[src/rtl/pipeline_if_pkg.sv]
// pipeline_if_pkg: shared constants and FSM state encoding for the fetch stage
package pipeline_if_pkg;
  localparam int INST_ADDR_WIDTH = 32;
  localparam logic [31:0] IF_NOP_INST = 32'h0000_0013;
  typedef enum logic [1:0] {
    S_IDLE    = 2'd0,
    S_REQ     = 2'd1,
    S_HOLD    = 2'd2,
    S_DISCARD = 2'd3
  } if_state_e;
endpackage

[src/rtl/pipeline_if_skid_buffer.sv]
// pipeline_if_skid_buffer: one-entry inst+pc holding register used while downstream stalls
module pipeline_if_skid_buffer #(
  parameter int ADDR_WIDTH = 32,
  parameter int INST_WIDTH = 32
) (
  input  logic                  clk,
  input  logic                  rst,
  input  logic                  load,
  input  logic                  clear,
  input  logic [INST_WIDTH-1:0] load_inst,
  input  logic [ADDR_WIDTH-1:0] load_pc,
  output logic [INST_WIDTH-1:0] inst,
  output logic [ADDR_WIDTH-1:0] pc,
  output logic                  valid
);
  always_ff @(posedge clk or negedge rst)
    if (!rst) begin
      valid <= 1'b0;
      inst  <= '0;
      pc    <= '0;
    end else if (clear) begin
      valid <= 1'b0;
    end else if (load) begin
      valid <= 1'b1;
      inst  <= load_inst;
      pc    <= load_pc;
    end
endmodule

[src/rtl/pipeline_if.sv]
// pipeline_if: instruction fetch stage with single-outstanding imem handshake, stall skid and branch redirect
module pipeline_if import pipeline_if_pkg::*; #(
  parameter int                    ADDR_WIDTH = INST_ADDR_WIDTH,
  parameter int                    INST_WIDTH = 32,
  parameter logic [ADDR_WIDTH-1:0] RESET_PC   = '0,
  parameter logic [INST_WIDTH-1:0] NOP_INST   = INST_WIDTH'(IF_NOP_INST)
) (
  input  logic                  clk,
  input  logic                  rst,
  input  logic                  stall,
  input  logic                  branch_tag,
  input  logic [ADDR_WIDTH-1:0] branch_target,
  output logic                  imem_req,
  output logic [ADDR_WIDTH-1:0] imem_addr,
  input  logic                  imem_ready,
  input  logic [INST_WIDTH-1:0] imem_data,
  output logic [INST_WIDTH-1:0] inst,
  output logic [ADDR_WIDTH-1:0] pc,
  output logic                  inst_valid
);
  if_state_e state, state_nxt;
  logic [ADDR_WIDTH-1:0] fetch_pc, hold_addr, target, skid_pc;
  logic [INST_WIDTH-1:0] skid_inst;
  logic take, drain, skid_valid;
  assign target = branch_target & ~ADDR_WIDTH'(3);
  assign take   = state == S_REQ && imem_ready && !branch_tag;
  assign drain  = state == S_HOLD && !stall && !branch_tag;
  pipeline_if_skid_buffer #(.ADDR_WIDTH(ADDR_WIDTH), .INST_WIDTH(INST_WIDTH)) u_skid (
    .clk       (clk),
    .rst       (rst),
    .load      (take && stall),
    .clear     (branch_tag || drain),
    .load_inst (imem_data),
    .load_pc   (fetch_pc),
    .inst      (skid_inst),
    .pc        (skid_pc),
    .valid     (skid_valid)
  );
  always_ff @(posedge clk or negedge rst)
    if (!rst) state <= S_IDLE;
    else      state <= state_nxt;
  always_comb begin
    state_nxt = state;
    case (state)
      S_IDLE:    state_nxt = S_REQ;
      S_REQ:     state_nxt = branch_tag ? (imem_ready ? S_REQ : S_DISCARD)
                                        : (imem_ready && stall) ? S_HOLD : S_REQ;
      S_HOLD:    state_nxt = (branch_tag || !stall) ? S_REQ : S_HOLD;
      S_DISCARD: state_nxt = imem_ready ? S_REQ : S_DISCARD;
      default:   state_nxt = S_IDLE;
    endcase
  end
  // the abandoned request keeps its original address until memory answers it
  always_comb begin
    imem_req  = state == S_REQ || state == S_DISCARD;
    imem_addr = state == S_DISCARD ? hold_addr : fetch_pc;
  end
  always_ff @(posedge clk or negedge rst)
    if (!rst) begin
      fetch_pc   <= RESET_PC;
      hold_addr  <= RESET_PC;
      inst       <= NOP_INST;
      pc         <= '0;
      inst_valid <= 1'b0;
    end else begin
      if (branch_tag)  fetch_pc <= target;
      else if (take)   fetch_pc <= fetch_pc + ADDR_WIDTH'(4);
      if (branch_tag && state == S_REQ && !imem_ready) hold_addr <= fetch_pc;
      if (branch_tag) begin
        inst       <= NOP_INST;
        inst_valid <= 1'b0;
      end else if (take && !stall) begin
        inst       <= imem_data;
        pc         <= fetch_pc;
        inst_valid <= 1'b1;
      end else if (drain) begin
        inst       <= skid_inst;
        pc         <= skid_pc;
        inst_valid <= skid_valid;
      end else if (state == S_REQ && !imem_ready && !stall) begin
        inst       <= NOP_INST;
        inst_valid <= 1'b0;
      end
    end
endmodule

[config.mk]
export PLATFORM = sky130hd
export DESIGN_NAME = pipeline_if
export DESIGN_NICKNAME = d
export VERILOG_FILES = /design/src/rtl/pipeline_if_pkg.sv /design/src/rtl/pipeline_if_skid_buffer.sv /design/src/rtl/pipeline_if.sv
export SDC_FILE = /design/constraint.sdc
export NUM_CORES = 1
export LEC_CHECK = 0
export BUFFER_PORTS_ARGS = -buffer_cell sky130_fd_sc_hd__buf_4
export CORE_AREA = 2 2 127 129
export CTS_BUF_LIST = sky130_fd_sc_hd__clkbuf_4 sky130_fd_sc_hd__clkbuf_8
export CTS_CLUSTER_DIAMETER = 120
export CTS_CLUSTER_SIZE = 30
export DETAILED_ROUTE_END_ITERATION = 10
export DIE_AREA = 0 0 129 131
export PLACE_DENSITY = 0.85
export SLEW_MARGIN = 10
export SYNTH_ARGS = -nofsm -noshare
export SYNTH_HDL_FRONTEND = slang
export SYNTH_SLANG_ARGS = --single-unit
export TNS_END_PERCENT = 10
[constraint.sdc]
create_clock -name clk -period 2.6 [get_ports clk]
set_input_delay 0.52 -clock clk [delete_from_list [all_inputs] [get_ports clk]]
set_output_delay 0.52 -clock clk [all_outputs]
set_load 0.01 [all_outputs]
==> flow_summary.toml <==
[run_status]
outcome = "complete, no violations"

[global_routing]
first_global_vias = 6230
antenna_found_initial = 1
grt_pass1_wl_um = 31700
grt_use_total_pct = 24.3
overflow = 0
grt_start_max_net_pins = 61

[detailed_routing]
drt-total-wl_um = 19900
num_vias = 6229
vias_per_cell = 5.70
first_pass_iters = 7
drc_errors = 0
first_iter_violations = 490
drtAntennaViolNets = 0
post_drt_wl_per_cell_um = 18.2

[yosys]
async_flop_share_pct = 100
synthTopCellsByArea = "dfrtp_1, mux2_2, nand2_1, a222oi_1, a22oi_1"
synth_edf_count = 0
synth_top_family_by_area = "multiplexers"
syn_inst = 725
ys_warn_count = 0
synthDominantCellAreaShare_pct = 55.0
synth-compound-area-share_pct = 10.2
netlist_area_sq_mm = 0.00842
synth_mux_area_share_pct = 16.6
ys_seq_elements = 188
yosys.area.top_type = "dfrtp_1"
synth.avg_cell_area_sq_um = 11.6
synth_xor_area_share_pct = 1.25
synth_fa_ha_area_share_pct = 0.149
synth_simple_gate_area_share_pct = 10.7
yosysSeqAreaShare_pct = 55.9
ys_types = 45
synth_top_flop_cell = "dfrtp_1"

[clocking]
cts_setup_buffers = 0
htreeDepth = 4
ctsRootBufferMaster = "clkbuf_8"
path_clk_slew_ns = 0.10
cts_tree = "done"
cts_buffer_depth = 2
clkLatencyLatePin_ns = 0.47
cts_made_buffers = 17
hold_buffers = 0
cts.sinks = 188

[timing]
final_hold_viol_count = 0
setup_viol = 0
tightestPinTransition_ns = 0.631
clock.fmax_mhz = 406
finalCriticalPeriod_ns = 2.46
rsz0062_at_grt = "false"
hold_ws_ns = 0.0187
drv_slew = 0
period_share_pct = 94.7
maxSlewHeadroom_pct = 57.5
finClkSkew_ns = 0.0122
fin_tns_setup_ns = 0

[setup_path]
end_kind = "primary output"
crit_fanout = 24
required_ns = 2.08
reg2regPathDepth = 5
crit_arrival_ns = 1.94
rrSetupSlack_ns = 0.28
r2r_start = "fetch_pc[3]$_DFFE_PN0P_"
crit_end = "imem_addr[31]"
rr_endpoint = "fetch_pc[24]$_DFFE_PN0P_"
crit_start = "state[0]$_DFF_PN0_"
path_class = "reg2out"
cp-start-kind = "flop"

[die]
io_pins = 167
start_util_pct = 54.0
dieArea_sq_mm = 0.0169
fp.coreArea_sq_mm = 0.0156
die_y_um = 131
die_x_um = 129
fp-row-count = 46

[power]
ir_worst_vdd_uv = 424
p_leak_nw = 4.87
clkPwrFrac_pct = 25.9
power_density_mw_per_mm2 = 807
netSwitchingFraction_pct = 28.5
p_int_mw = 5.95
comb_power_share_pct = 24.5
seqPwrFrac_pct = 49.6
p_switching_mw = 2.37

[cells_and_area]
final_net_count = 932
final_cell_mix = "dfrtp_1, buf_4, mux2_2, nand2_1, inv_1"
drive_gt1_share_pct = 40.1
utilization_pct = 66.0
final_common_cell = "dfrtp_1"
area_growth_syn_to_layout_pct = 22.3

[place]
dpl.hpwl_um = 13500
io_buffers = 160
gp_congestion = 0.785

[flow_run]
cap_viol_max_count = 0

[min_path]
worstHoldPathType = "in2async"
[logic make-up after synthesis]
kind of cell               Yosys count
AOI/OAI and AO/OA                  115
buffers and inverters              105
adders and majority gates            1
and+or+nand+nor                    179
DFF                                188
other                                1
muxes                              124
xor gates and xnor gates            12
[layer usage]
layer	share of wire, %	wire, um	track usage [%]
met1	41	8060	30.8
met2	49	9810	39.8
met3	7.9	1570	7.29
met4	2.1	418	9.34
met5	0	0	0
[flip-flops by register name, indices dropped and copies added, names as in the netlist]
| register | cells |
|---|---|
| fetch_pc | 30 |
| hold_addr | 30 |
| inst | 32 |
| inst_valid | 1 |
| pc | 30 |
| state | 2 |
| u_skid.inst | 32 |
| u_skid.pc | 30 |
| u_skid.valid | 1 |
[cell usage after synthesis, types with 2 or more instances]
cell type / number
nor3_1: 6
dfstp_2: 3
a22oi_1: 31
buf_4: 5
a21oi_1: 5
clkbuf_1: 47
buf_2: 12
nor2b_1: 4
nor2_1: 21
inv_1: 38
or3_1: 5
o22ai_1: 3
nor4_1: 4
o31ai_1: 10
a31oi_1: 14
and4_1: 3
xnor2_1: 10
nand4_1: 12
dfrtp_1: 185
or4_1: 13
nand3_1: 12
nor4b_1: 2
mux2_2: 123
o211ai_1: 2
o21ai_0: 18
nand2_1: 89
xor2_1: 2
a222oi_1: 29
[timing repair]
action / CTS / global route
resized for setup: 1 / 1
endpoints found under the hold margin: 0 / 0
setup endpoints to repair: 19 / 12
[power groups by stage]
stage          combinational, mW  sequential (mW)  clock (mW)
3_3_place_gp                1.99             4.13           0
6_report                    2.03             4.12        2.16
5_1_grt                     2.22             4.22        2.31
4_1_cts                     2.06             4.12        2.21
3_5_place_dp                2.05             4.18           0
2_1_floorplan               1.16             4.11           0
[area by class of cell]
class,count,area [sq um]
clock inverters,10,164
well taps,216,270
fillers,1211,5300
repair buffers,182,1410
multi-input cells,435,3310
clock buffers,22,284
diodes,1,2.50
flip-flops and latches,188,4710
inverters,38,143
[critical path, cell delays in order (launching register included)]
cell,delay (ns)
dfrtp_2,0.51
nand2_1,0.13
buf_6,0.27
mux2_2,0.40
buf_4,0.15
[through the flow]
| stage | total power [mW] | worst slack (ns) | instance area, sq um | cells |
|---|---|---|---|---|
| floorplan | 5.27 | 0.507 | 8430 | 728 |
| global placement | 6.12 | 0.344 | 9840 | 1059 |
| detailed placement | 6.23 | 0.287 | 9840 | 1059 |
| CTS | 8.39 | 0.0376 | 10300 | 1091 |
| global route | 8.76 | 0.0737 | 10300 | 1092 |
| finish | 8.31 | 0.139 | 10300 | 1092 |
[worst min path at each step]
stage / from / end / slack, ns
finish: rst / pc[21]$_DFFE_PN0P_ / 0.02
detailed placement: inst[4]$_DFFE_PN1P_ / inst[4]$_DFFE_PN1P_ / 0.46
CTS: rst / pc[21]$_DFFE_PN0P_ / 0.01
global placement: inst[1]$_DFFE_PN1P_ / inst[1]$_DFFE_PN1P_ / 0.45
floorplan: rst / fetch_pc[10]$_DFFE_PN0P_ / 0.22
global route: rst / fetch_pc[23]$_DFFE_PN0P_ / 0.04
Note: power is estimated with default switching activity, not from simulation.
